File: src/rtl/xcorr_scheduler.sv
// xcorr_scheduler: round-robin arbiter that time-shares one cross-correlation engine between mic pairs.
// Ports:
//   clk, rst           clock and synchronous active-high reset
//   enable             allows new grants; a running job always finishes
//   req[NUM_PAIRS]     per-pair level request
//   gnt[NUM_PAIRS]     one-hot engine owner, zero when idle
//   eng_sel[2]         owner index for the engine input mux
//   eng_start          one-cycle engine start pulse
//   eng_done, eng_lag  engine completion pulse and its lag result
//   res_valid          one-cycle pulse on the completed pair's bit
//   res_lag            clamped lag of the last completed job
//   err_timeout        sticky watchdog abort flag
//   err_range          sticky out-of-range lag flag
//   busy               high whenever a job is in flight
module xcorr_scheduler #(
   parameter int NUM_PAIRS   = 2,
   parameter int LAG_W       = 6,
   parameter int MAX_LAG     = 60,
   parameter int TIMEOUT_CYC = 70000
) (
   input  logic                 clk,
   input  logic                 rst,
   input  logic                 enable,
   input  logic [NUM_PAIRS-1:0] req,
   output logic [NUM_PAIRS-1:0] gnt,
   output logic [1:0]           eng_sel,
   output logic                 eng_start,
   input  logic                 eng_done,
   input  logic [LAG_W-1:0]     eng_lag,
   output logic [NUM_PAIRS-1:0] res_valid,
   output logic [LAG_W-1:0]     res_lag,
   output logic                 err_timeout,
   output logic                 err_range,
   output logic                 busy
);
   localparam int CW = $clog2(TIMEOUT_CYC);
   typedef enum logic [2:0] {IDLE, GRANT, START, WAIT, DONE} state_t;
   state_t               state, state_nx;
   logic [1:0]           owner, rr_ptr, pick, cand, nxt_ptr;
   logic                 found, expire, lag_over;
   logic [CW-1:0]        wdog;
   logic [NUM_PAIRS-1:0] owner_oh;
   logic [LAG_W-1:0]     lag_clamp;

   assign nxt_ptr   = 2'((int'(owner) + 1) % NUM_PAIRS);
   assign lag_over  = eng_lag > LAG_W'(MAX_LAG);
   assign lag_clamp = lag_over ? LAG_W'(MAX_LAG) : eng_lag;

   // first requester at or after rr_ptr, wrapping modulo NUM_PAIRS
   always_comb begin
      pick  = rr_ptr;
      found = 1'b0;
      cand  = '0;
      for (int i = 0; i < NUM_PAIRS; i++) begin
         cand = 2'((int'(rr_ptr) + i) % NUM_PAIRS);
         if (!found && (req & (NUM_PAIRS'(1) << cand)) != '0) begin
            pick  = cand;
            found = 1'b1;
         end
      end
   end

   // the abort fires on the edge where the watchdog would reach TIMEOUT_CYC-1,
   // so IDLE is entered exactly TIMEOUT_CYC cycles after the start pulse
   always_comb begin
      state_nx  = state;
      busy      = state != IDLE;
      owner_oh  = NUM_PAIRS'(1) << owner;
      gnt       = busy ? owner_oh : '0;
      eng_sel   = busy ? owner : 2'd0;
      eng_start = state == START;
      res_valid = (state == DONE) ? owner_oh : '0;
      expire    = state == WAIT && !eng_done && wdog == CW'(TIMEOUT_CYC - 2);
      case (state)
         IDLE:    state_nx = (enable && found) ? GRANT : IDLE;
         GRANT:   state_nx = START;
         START:   state_nx = WAIT;
         WAIT:    state_nx = eng_done ? DONE : expire ? IDLE : WAIT;
         DONE:    state_nx = IDLE;
         default: state_nx = IDLE;
      endcase
   end

   always_ff @(posedge clk) begin
      if (rst) begin
         state       <= IDLE;
         owner       <= '0;
         rr_ptr      <= '0;
         wdog        <= '0;
         res_lag     <= '0;
         err_timeout <= 1'b0;
         err_range   <= 1'b0;
      end else begin
         state <= state_nx;
         wdog  <= (state == START) ? '0 : (state == WAIT) ? wdog + 1'b1 : wdog;
         if (state == IDLE && state_nx == GRANT)
            owner <= pick;
         // result is captured on the done edge so it is visible in the DONE cycle
         if (state == WAIT && eng_done) begin
            res_lag <= lag_clamp;
            if (lag_over)
               err_range <= 1'b1;
         end
         if (expire)
            err_timeout <= 1'b1;
         if (expire || state == DONE)
            rr_ptr <= nxt_ptr;
      end
   end
endmodule
File: config.mk
export PLATFORM = sky130hd
export DESIGN_NAME = xcorr_scheduler
export DESIGN_NICKNAME = d
export VERILOG_FILES = /design/src/rtl/xcorr_scheduler.sv
export SDC_FILE = /design/constraint.sdc
export NUM_CORES = 1
export LEC_CHECK = 0
export BUFFER_PORTS_ARGS = -buffer_cell sky130_fd_sc_hd__buf_2
export CAP_MARGIN = 20
export CORE_UTILIZATION = 58
export DETAILED_ROUTE_END_ITERATION = 8
export PLACE_DENSITY = 0.83
export SLEW_MARGIN = 20
export SYNTH_ARGS = -nofsm -noshare
export SYNTH_HDL_FRONTEND = slang
export SYNTH_SLANG_ARGS = --single-unit
export TNS_END_PERCENT = 10
File: constraint.sdc
create_clock -name clk -period 3.5 [get_ports clk]
set_clock_uncertainty 0.1 [all_clocks]
set_input_delay 0.175 -clock clk [delete_from_list [all_inputs] [get_ports clk]]
set_output_delay 0.175 -clock clk [all_outputs]
set_load 0.02 [all_outputs]
==> results.sh, run 1 <==
export IMPL_status="completed"
export IMPL_yosysUniqueCellTypes=42
export IMPL_avgSynthCellArea_um2=8.298
export IMPL_finalSetupViolCount=0
export IMPL_fmax_mhz=525.7
export IMPL_grt_use_met3=0.09064
export IMPL_cpPeakStageDelay_ns=0.52
export IMPL_fin_crit_sh=0.5435
export IMPL_cap_violations=0
export IMPL_routed_wl_um=3195
export IMPL_layout_setup_ws_ns=1.598
export IMPL_first_pass_iters=4
export IMPL_cts_setup_buffers=0
export IMPL_crit_family="simple AND/OR/NAND/NOR gates"
export IMPL_power_frac_comb=0.128
export IMPL_viasPerCell=5.797
export IMPL_grt_ovfl_total=0
export IMPL_cts_buffers=5
export IMPL_drc=0
export IMPL_p_int_mw=0.6299
export IMPL_busiest_layer="met2"
export IMPL_cts_root_buf="clkbuf_4"
export IMPL_worstPathMaxFanout=14
export IMPL_cts_buffer_depth=2
export IMPL_antenna_found_initial=0
export IMPL_hold_path_class="in -> reg"
export IMPL_clkLatencyLatePin_ns=0.34
export IMPL_path_buf_inv=0
export IMPL_p_leak_nw=0.6846
export IMPL_port_buffers=26
export IMPL_final_util=0.7499
export IMPL_syn_area_um2=1444
export IMPL_synth_cells=174
export IMPL_pin_count=28
export IMPL_nFillCells=160
export IMPL_use_met1=0.3333
export IMPL_regArea_um2=600.6
export IMPL_nNetsFinal=216
export IMPL_gp_congestion=0.8115
export IMPL_dieWidth_um=51.90
export IMPL_htree_levels=2
export IMPL_yosys_warnings=0
export IMPL_cp_end_kind="register"
export IMPL_rows=17
export IMPL_grt_pass1_vias=1266
export IMPL_cts_clk_slew_worst_paths_ns=0.10
export IMPL_start_util=0.6344
export IMPL_period_minus_slack_ns=1.902
export IMPL_drive_gt1_frac=0.1970
export IMPL_final_max_slew_violation_count=0
export IMPL_areaGrowthSynthToFinish_pct=18.20
export IMPL_swShare=0.2456
export IMPL_chipHeight_um=51.90
export IMPL_drt_iter0_markers=42
export IMPL_hold_viol=0
export IMPL_p_sw_mw=0.2051
export IMPL_post_drt_wl_per_cell_um=13.83
export IMPL_multi_input_area_um2=759.5
export IMPL_via_count=1339
export IMPL_gr_usage_met2=0.4615
export IMPL_worstPathRequired_ns=3.68
export IMPL_grt_total_usage=0.2810
export IMPL_synth_nets=188
export IMPL_synth_seq_area_share=0.4159
export IMPL_clkPwrFrac=0.435
export IMPL_fp_coreArea_um2=2276
export IMPL_pwr_share_seq=0.437
export IMPL_start_kind="register"
export IMPL_cts_tree="done"
export IMPL_vdd_drop_max_mv=0.4998
export IMPL_synth_seq_cells=30
export IMPL_hold_ws_ns=0.01130
export IMPL_clkSinkCount=30
export IMPL_critPathKind="reg -> reg"
export IMPL_drtAntennaViolNets=0
export IMPL_cts_resized_gates=0
export IMPL_crit_chain="and3b_1 > nand4_2 > or3_1 > a21oi_1"
export IMPL_rsz0062_at_grt="false"
export IMPL_crit_slowest_cell="and3b_1"
export IMPL_grt_pass1_wl_um=5526
export IMPL_num_antenna_cells=0
export IMPL_dp_hpwl_um=2277
export IMPL_place_ws_ns=1.651
export IMPL_cp_arrival_ns=2.08
export IMPL_tns_ns=0
export IMPL_die_area_um2=2693
export IMPL_rrSetupSlack_ns=1.60
export IMPL_cellPowerDensity_nw_per_um2=489.3
export IMPL_grt_max_degree=18
[per-layer routing]
layer,up-vias,part of all wire,wire length [um]
met4,0,0.010,33
met3,5,0.050,159
met2,38,0.50,1613
li1,669,-,-
met5,-,0,0
met1,627,0.43,1389
[cells in the mapped netlist, drive strengths merged]
cell | instances | area, um^2
a211oi | 2 | 15.01
a21oi | 15 | 75.07
a221oi | 1 | 8.760
a311oi | 1 | 8.760
and2 | 2 | 12.51
and3 | 4 | 26.28
and3b | 1 | 8.760
and4 | 3 | 27.53
and4b | 2 | 20.02
buf | 7 | 46.29
clkbuf | 2 | 7.510
conb | 1 | 3.750
dfxtp | 30 | 600.6
ha | 2 | 25.02
inv | 8 | 30.03
nand2 | 22 | 82.58
nand2b | 1 | 6.260
nand3 | 7 | 35.03
nand3b | 1 | 7.510
nand4 | 7 | 56.30
nand4b | 2 | 17.52
nor2 | 18 | 67.56
nor2b | 1 | 6.260
nor3 | 4 | 25.02
nor3b | 1 | 7.510
nor4 | 2 | 12.51
nor4b | 2 | 17.52
o2111ai | 1 | 8.760
o211ai | 1 | 7.510
o21ai | 5 | 25.02
o21ba | 1 | 10.01
o31ai | 1 | 7.510
or2 | 1 | 6.260
or3 | 4 | 25.02
xnor2 | 6 | 52.55
xor2 | 5 | 43.79
[worst register-to-register path: stages (launching register included)]
cell and delay, ns:
dfxtp_1 0.47, and3b_1 0.52, nand4_2 0.22, or3_1 0.40
a21oi_1 0.14
[final timing paths]
kind	from	end	cells after the start
max	state[0]	wdog[16]	4
min	eng_lag[1]	res_lag[1]	3
max reg2reg	state[0]	wdog[16]	4
min reg2reg	res_lag[4]	res_lag[4]	2
[cells by family after synthesis]
logic type	after synthesis	share of synthesized area
simple gates	85	0.3241
flops	30	0.4159
compound gates	28	0.1153
buf+inv	17	0.05806
xor+xnor	11	0.06672
fa+ha+maj	2	0.01733
other cells	1	0.002597
[through the flow]
stage / area [um^2] / power, mW / std cells
finish: 1707 / 0.8350 / 231
global route: 1707 / 0.8690 / 231
CTS: 1707 / 0.8387 / 231
detailed placement: 1555 / 0.4741 / 219
global placement: 1555 / 0.4682 / 219
floorplan: 1444 / 0.4452 / 174
[cell type report]
type / count / share of cell area
inverters: 8 / 0.01760
clock buffers: 6 / 0.03006
repair buffers: 30 / 0.09971
flip-flops and latches: 30 / 0.3519
multi-input cells: 127 / 0.4450
well taps: 28 / 0.02053
clock inverters: 2 / 0.03519
[power groups by stage]
stage	combinational [mW]	clock, mW	sequential [mW]
2_1_floorplan	0.0752	0	0.370
3_3_place_gp	0.0986	0	0.370
3_5_place_dp	0.102	0	0.372
4_1_cts	0.106	0.368	0.365
5_1_grt	0.117	0.384	0.368
6_report	0.107	0.364	0.365
[placed cells by master (no fill, tap or decap), types with 2 or more instances in the layout]
master         count
and4b_1            2
dfxtp_1           30
ha_1               2
nand4b_1           2
nand2_1           22
clkbuf_4           5
a211oi_1           2
xor2_1             5
nor4b_1            2
nor2_1            18
and2_1             2
nand4_2            2
buf_2             26
and4_1             2
a21oi_1           15
dlygate4sd3_1      4
inv_1              8
o21ai_0            5
nand3_1            7
nor3_1             3
nand4_1            5
bufinv_16          2
xnor2_1            6
or3_1              4
and3_1             3
nor4_1             2
[sequential cells by signal, indices dropped and copies added, names as in the netlist]
register     cells
err_timeout      1
wdog            17
err_range        1
owner            1
state            3
res_lag          6
rr_ptr           1
[repair_timing]
action | 4_1_cts | 5_1_grt
hold endpoints to repair | 4 | 0
hold buffers | 4 | 0
endpoints found under the setup margin | 0 | 0
Note: power is estimated with default switching activity, not from simulation.
==> run 2: changes to the inputs <==
--- a/config.mk
+++ b/config.mk
@@ -5,11 +5,12 @@
 export SDC_FILE = /design/constraint.sdc
 export NUM_CORES = 1
 export LEC_CHECK = 0
+export ABC_AREA = 1
 export BUFFER_PORTS_ARGS = -buffer_cell sky130_fd_sc_hd__buf_2
 export CAP_MARGIN = 20
-export CORE_UTILIZATION = 58
+export CORE_UTILIZATION = 49
 export DETAILED_ROUTE_END_ITERATION = 8
-export PLACE_DENSITY = 0.83
+export PLACE_DENSITY = 0.74
 export SLEW_MARGIN = 20
 export SYNTH_ARGS = -nofsm -noshare
 export SYNTH_HDL_FRONTEND = slang
==> constraint.sdc (replaced) <==
create_clock -name clk -period 1.7 [get_ports clk]
set_clock_uncertainty 0.1 [all_clocks]
set_input_delay 0.085 -clock clk [delete_from_list [all_inputs] [get_ports clk]]
set_output_delay 0.085 -clock clk [all_outputs]
set_load 0.02 [all_outputs]
==> run 2 against run 1 <==
Sequential power increased by 98%. Combinational power grew 81%. Highest routed layer unchanged. Critical path depth increased by 2. Global-route usage shrank 5.2 points. Total power increased by 100%. Sequential share of layout area shrank 5.2 points. Synthesized cell count up 30%. Register-to-register slack worse by 1.4 ns. Utilization is 8.7 points lower. Wire length rose by 12%. Largest power group is now the clock network. Clock power rose by 110%.
==> results.sh, run 2 <==
export IMPL_reg2regPathDepth=8
export IMPL_top_regs="wdog: 17 flops, res_lag: 6 flops, state: 3 flops"
export IMPL_synth_nets=240
export IMPL_start_kind="register"
export IMPL_vdd_drop_max_mv=0.4299
export IMPL_critPathKind="reg -> out"
export IMPL_port_buffers=26
export IMPL_antenna_found_initial=0
export IMPL_grt_pass1_vias=1360
export IMPL_viasPerCell=4.940
export IMPL_drtAntennaViolNets=0
export IMPL_fin_crit_sh=0.9106
export IMPL_cts_tree="done"
export IMPL_final_max_slew_violation_count=0
export IMPL_hold_path_class="in -> reg"
export IMPL_crit_start="state[2]"
export IMPL_multi_input_area_um2=837.1
export IMPL_worstPathMaxFanout=4
export IMPL_hold_viol=0
export IMPL_via_count=1576
export IMPL_avgSynthCellArea_um2=6.876
export IMPL_place_inst=300
export IMPL_reg2reg_to="wdog[10]"
export IMPL_busiest_layer="met2"
export IMPL_drc=0
export IMPL_cts_clk_slew_worst_paths_ns=0.10
export IMPL_path_buf_inv=4
export IMPL_chipHeight_um=58.32
export IMPL_cts_root_buf="clkbuf_4"
export IMPL_cpPeakStageDelay_ns=0.37
export IMPL_yosysTopAreaCellShare=0.3865
export IMPL_p_leak_nw=0.8167
export IMPL_drive_gt1_frac=0.2436
export IMPL_num_antenna_cells=0
export IMPL_clkSinkCount=30
export IMPL_grt_pass1_wl_um=5761
export IMPL_grt_total_usage=0.2292
export IMPL_synth_edf_count=0
export IMPL_clkLatencyLatePin_ns=0.34
export IMPL_rrSetupSlack_ns=0.16
export IMPL_r2r_start="state[2]"
export IMPL_fin_cells=319
export IMPL_first_pass_iters=4
export IMPL_worst_pin_slew_ns=0.5034
export IMPL_status="completed"
export IMPL_crit_chain="buf_4 > inv_2 > nand2_1 > inv_1 > nor2_1 > buf_2"
export IMPL_cap_violations=0
export IMPL_netlist_top_cells_area="dfxtp_1 39%, nand2_1 14%, nor2_1 9.7%"
export IMPL_gp_congestion=0.7791
export IMPL_synth_cells=226
export IMPL_crit_family="buffers and inverters"
export IMPL_gr_usage_met2=0.3448
export IMPL_cts_buffers=5
export IMPL_worstPathRequired_ns=1.51
export IMPL_cts_buffer_depth=2
export IMPL_final_cell_area_um2=2008
export IMPL_final_common_cell="nand2_1"
export IMPL_cp_depth=6
export IMPL_fmax_mhz=646.0
export IMPL_cp_arrival_ns=1.36
export IMPL_rows=20
export IMPL_post_dp_cell_area_um2=1775
export IMPL_use_met1=0.2871
export IMPL_die_area_um2=3401
export IMPL_largest_register_ffs=17
export IMPL_top_register="wdog"
export IMPL_synth_seq_area_share=0.3865
export IMPL_relSlewSlack=0.6640
export IMPL_synth_ff_type="dfxtp_1"
export IMPL_grt_ovfl_total=0
export IMPL_synth_seq_cells=30
export IMPL_routed_wl_um=3591
export IMPL_grt_max_degree=14
export IMPL_post_drt_wl_per_cell_um=11.26
export IMPL_fp_coreArea_um2=3028
export IMPL_cellPowerDensity_nw_per_um2=834.6
export IMPL_htree_levels=2
export IMPL_cp_endpoint="gnt[1]"
export IMPL_pin_count=28
export IMPL_period_minus_slack_ns=1.548
export IMPL_cp_end_kind="output pin"
export IMPL_yosys_area_top_type="dfxtp_1"
export IMPL_synthTopCellsByCount="56 x nand2_1, 40 x nor2_1, 30 x dfxtp_1"
export IMPL_dieWidth_um=58.32
export IMPL_grt_use_met3=0.06813
export IMPL_synth_most_common_cell="nand2_1"
export IMPL_syn_area_um2=1554
export IMPL_start_util=0.5132
export IMPL_regArea_um2=601.8
export IMPL_layout_common_cells="56 x nand2_1, 39 x nor2_1, 29 x dfxtp_1"
export IMPL_crit_slowest_cell="dfxtp_1"
export IMPL_yosys_warnings=0
export IMPL_finalSetupViolCount=0
export IMPL_async_reset_ff_frac=0
export IMPL_dp_hpwl_um=2485
export IMPL_areaGrowthSynthToFinish_pct=29.23
export IMPL_yosysUniqueCellTypes=29
export IMPL_drt_iter0_markers=78
export IMPL_nFillCells=259
export IMPL_nNetsFinal=288
## run 2: cell types whose count changed after synthesis, sizes merged, moves of 4 or more
cell and delta:
nand2 +37, a31oi +4, nor2 +27, inv +20, a21oi +5, xor2 -5, buf -4, and3 -4
or3 -4, xnor2 -6
## run 2: repair_timing
item / 4_1_cts / 5_1_grt
buffers inserted: 0 / 1
setup endpoints to repair: 1 / 2
resized for setup: 1 / 3
hold buffers: 10 / 0
endpoints found under the hold margin: 9 / 0
pin swaps: 0 / 1
## run 2: worst min-delay path by stage
stage                          start         end  slack (ns)  cells after the start
after floorplan                  rst    state[0]        0.05                      1
after global placement    eng_lag[4]  res_lag[4]        0.25                      3
after detailed placement  eng_lag[2]  res_lag[2]        0.25                      3
after CTS                     req[0]    owner[0]       0.009                      4
after global routing          req[0]    owner[0]        0.07                      4
final                         req[0]    owner[0]        0.01                      4
## run 2: metal layers
| metal | vias to the layer above | routed length [um] |
|---|---|---|
| met1 | 693 | 1581 |
| met5 | - | 0 |
| met3 | 12 | 199 |
| met2 | 44 | 1685 |
| met4 | 0 | 125 |
| li1 | 827 | - |
## run 2: worst reg2reg max path: stages (launching register included)
cell and delay [ns]:
dfxtp_1 0.34, buf_4 0.16, inv_2 0.09, nand3_4 0.13, nor2_4 0.20, buf_4 0.14
nand3_1 0.09, o21ai_1 0.14, a21oi_1 0.05
## run 2: per-stage QoR
stage          utilization  power, mW  hold slack [ns]   TNS (ns)  setup WS (ns)
3_3_place_gp        0.5864     0.9066           0.2463          0        0.05283
2_1_floorplan            -     0.8439          0.05441          0         0.2007
3_5_place_dp        0.5864     0.9085           0.2524  -0.003834      -0.003834
4_1_cts             0.6570      1.686         0.009209          0         0.1100
5_1_grt             0.6632      1.736          0.07413  -0.004537      -0.004537
6_report            0.6632      1.676          0.01286          0         0.1521
## run 2: logic make-up after synthesis
kind of cell | after synthesis | synth area share
compound gates | 35 | 0.1216
fa+ha+maj | 2 | 0.01610
buf+inv | 32 | 0.08292
flops | 30 | 0.3865
other cells | 1 | 0.002413
simple gates | 126 | 0.3905
## run 2: area by class of cell
cell class	count	share of cell area
well taps	44	0.02741
repair buffers	45	0.1483
inverters	28	0.05234
clock inverters	2	0.02991
multi-input cells	164	0.4168
clock buffers	6	0.02555
flip-flops and latches	30	0.2997
## run 2: power breakdown
group	switching (mW)	total (mW)	leakage [nW]	internal, mW
Clock	0.261	0.759	0.0585	0.498
Sequential	0.00781	0.722	0.243	0.714
Combinational	0.117	0.194	0.516	0.0772
Total	0.386	1.68	0.817	1.29
==> run 3: changes to the inputs <==
--- a/config.mk
+++ b/config.mk
@@ -5,10 +5,9 @@
 export SDC_FILE = /design/constraint.sdc
 export NUM_CORES = 1
 export LEC_CHECK = 0
-export ABC_AREA = 1
 export BUFFER_PORTS_ARGS = -buffer_cell sky130_fd_sc_hd__buf_2
 export CAP_MARGIN = 20
-export CORE_UTILIZATION = 49
+export CORE_UTILIZATION = 48
 export DETAILED_ROUTE_END_ITERATION = 8
 export PLACE_DENSITY = 0.74
 export SLEW_MARGIN = 20
==> run 3 against run 2 <==
Register-to-register slack got worse by 0.09 ns. Sequential share of layout area increased by 3.5 points. Die area decreased by 5.0%. Highest routed layer unchanged.
==> results.sh, run 3 (synthesized netlist as in run 1, its figures left out) <==
export IMPL_viasPerCell=5.593
export IMPL_route_met2_wl_um=1725
export IMPL_post_dp_cell_area_um2=1602
export IMPL_worst_pin_slew_ns=0.5034
export IMPL_clkLatencyLatePin_ns=0.34
export IMPL_start_kind="register"
export IMPL_grt_ovfl_total=0
export IMPL_areaGrowthSynthToFinish_pct=24.96
export IMPL_period_minus_slack_ns=1.626
export IMPL_dieWidth_um=56.85
export IMPL_final_cell_area_um2=1804
export IMPL_rows=19
export IMPL_drive_gt1_frac=0.2419
export IMPL_cts_clk_slew_worst_paths_ns=0.10
export IMPL_final_max_slew_violation_count=0
export IMPL_grt_max_degree=18
export IMPL_drt_iter0_markers=78
export IMPL_antenna_found_initial=0
export IMPL_top_register="wdog"
export IMPL_fin_cells=246
export IMPL_wl_met1_um=1475
export IMPL_dp_hpwl_um=2326
export IMPL_place_inst=227
export IMPL_dr_wl_met3_um=172
export IMPL_cts_buffer_depth=2
export IMPL_pin_count=28
export IMPL_start_util=0.5147
export IMPL_worstPathMaxFanout=5
export IMPL_clkSinkCount=30
export IMPL_gp_congestion=0.8370
export IMPL_fmax_mhz=615.1
export IMPL_cp_end_kind="register"
export IMPL_cp_arrival_ns=1.79
export IMPL_crit_chain="ha_1 > and3_1 > nand4_2 > or3_1 > a21oi_1"
export IMPL_crit_slowest_cell="dfxtp_1"
export IMPL_vdd_drop_max_mv=0.5524
export IMPL_nFillCells=239
export IMPL_cts_tree="done"
export IMPL_highest_layer="met4"
export IMPL_first_pass_iters=4
export IMPL_final_common_cell="dfxtp_1"
export IMPL_htree_levels=2
export IMPL_num_antenna_cells=0
export IMPL_grt_pass1_vias=1225
export IMPL_nNetsFinal=228
export IMPL_fin_crit_sh=0.9563
export IMPL_finalSetupViolCount=0
export IMPL_via_count=1376
export IMPL_cellPowerDensity_nw_per_um2=820.1
export IMPL_cpPeakStageDelay_ns=0.40
export IMPL_power_mw=1.480
export IMPL_routed_wl_um=3424
export IMPL_post_drt_wl_per_cell_um=13.92
export IMPL_hold_viol=0
export IMPL_cap_violations=0
export IMPL_port_buffers=26
export IMPL_top_regs="wdog: 17 flops, res_lag: 6 flops, state: 3 flops"
export IMPL_rsz0062_at_grt="true"
export IMPL_die_area_um2=3231
export IMPL_critPathKind="reg -> reg"
export IMPL_fp_coreArea_um2=2805
export IMPL_largest_register_ffs=17
export IMPL_grt_total_usage=0.2352
export IMPL_place_ws_ns=0.02966
export IMPL_drtAntennaViolNets=0
export IMPL_relSlewSlack=0.6613
export IMPL_layout_setup_ws_ns=0.07431
export IMPL_hold_path_class="reg -> reg"
export IMPL_layout_common_cells="27 x dfxtp_1, 26 x buf_2, 22 x nand2_1"
export IMPL_cts_buffers=5
export IMPL_path_buf_inv=0
export IMPL_crit_family="simple AND/OR/NAND/NOR gates"
export IMPL_drc=0
export IMPL_worstPathRequired_ns=1.86
export IMPL_grt_pass1_wl_um=5713
export IMPL_p_leak_nw=0.7278
export IMPL_cts_root_buf="clkbuf_4"
export IMPL_status="completed"
export IMPL_chipHeight_um=56.85
[run 3: cell types whose count changed in the layout (fill, tap and decap cells not counted), sizes merged, moves of 4 or more]
cell	change
xnor2	+6
a31oi	-4
xor2	+5
and3	+4
inv	-20
nand2	-37
buf	-4
nor2	-27
or3	+4
a21oi	-5
[run 3: timing repair]
action,in CTS,in global routing
resized for setup,0,7
endpoints found under the hold margin,11,0
hold buffers,11,0
setup endpoints to repair,0,8
setup buffers,0,0
[run 3: area by class of cell]
type	count	area [um^2]	share of cell area
clock inverter	2	12.51	0.006935
sequential	30	604.3	0.3350
tap	31	38.79	0.02150
multi-input combinational	127	789.5	0.4376
inverter	8	30.03	0.01664
timing repair buffer	42	277.8	0.1540
clock buffer	6	51.30	0.02843
[run 3: worst register-to-register path: stages (launching register included)]
cell,delay (ns)
dfxtp_1,0.40
ha_1,0.21
and3_1,0.18
nand4_2,0.16
or3_1,0.38
a21oi_1,0.14
[run 3: path summary, 6_finish.rpt]
check / startpoint / end / slack, ns / cells after the start
hold / removal: res_lag[5] / res_lag[5] / 0.36 / 2
setup reg to reg: wdog[0] / wdog[16] / 0.07 / 5
hold reg to reg: res_lag[5] / res_lag[5] / 0.36 / 2
setup / recovery: wdog[0] / wdog[16] / 0.07 / 5
[run 3: per-stage QoR]
step	utilization	setup TNS (ns)	hold slack (ns)
3_3_place_gp	0.5709	0	0.2390
2_1_floorplan	-	0	0.06302
5_1_grt	0.6432	-0.01201	0.3783
4_1_cts	0.6329	0	0.3603
6_report	0.6432	0	0.3588
3_5_place_dp	0.5709	0	0.2490
[run 3: report_power, final]
group          total, mW  switching, mW  internal (mW)
combinational      0.286          0.172          0.114
sequential         0.740         0.0178          0.722
clock              0.454          0.256          0.198
total               1.48          0.445           1.03
[run 3: per-layer routing]
metal  up-vias  track usage
li1        689            -
met1       644       0.2855
met2        35       0.3861
met3         8      0.07604
met4         0      0.09059
met5         -            0
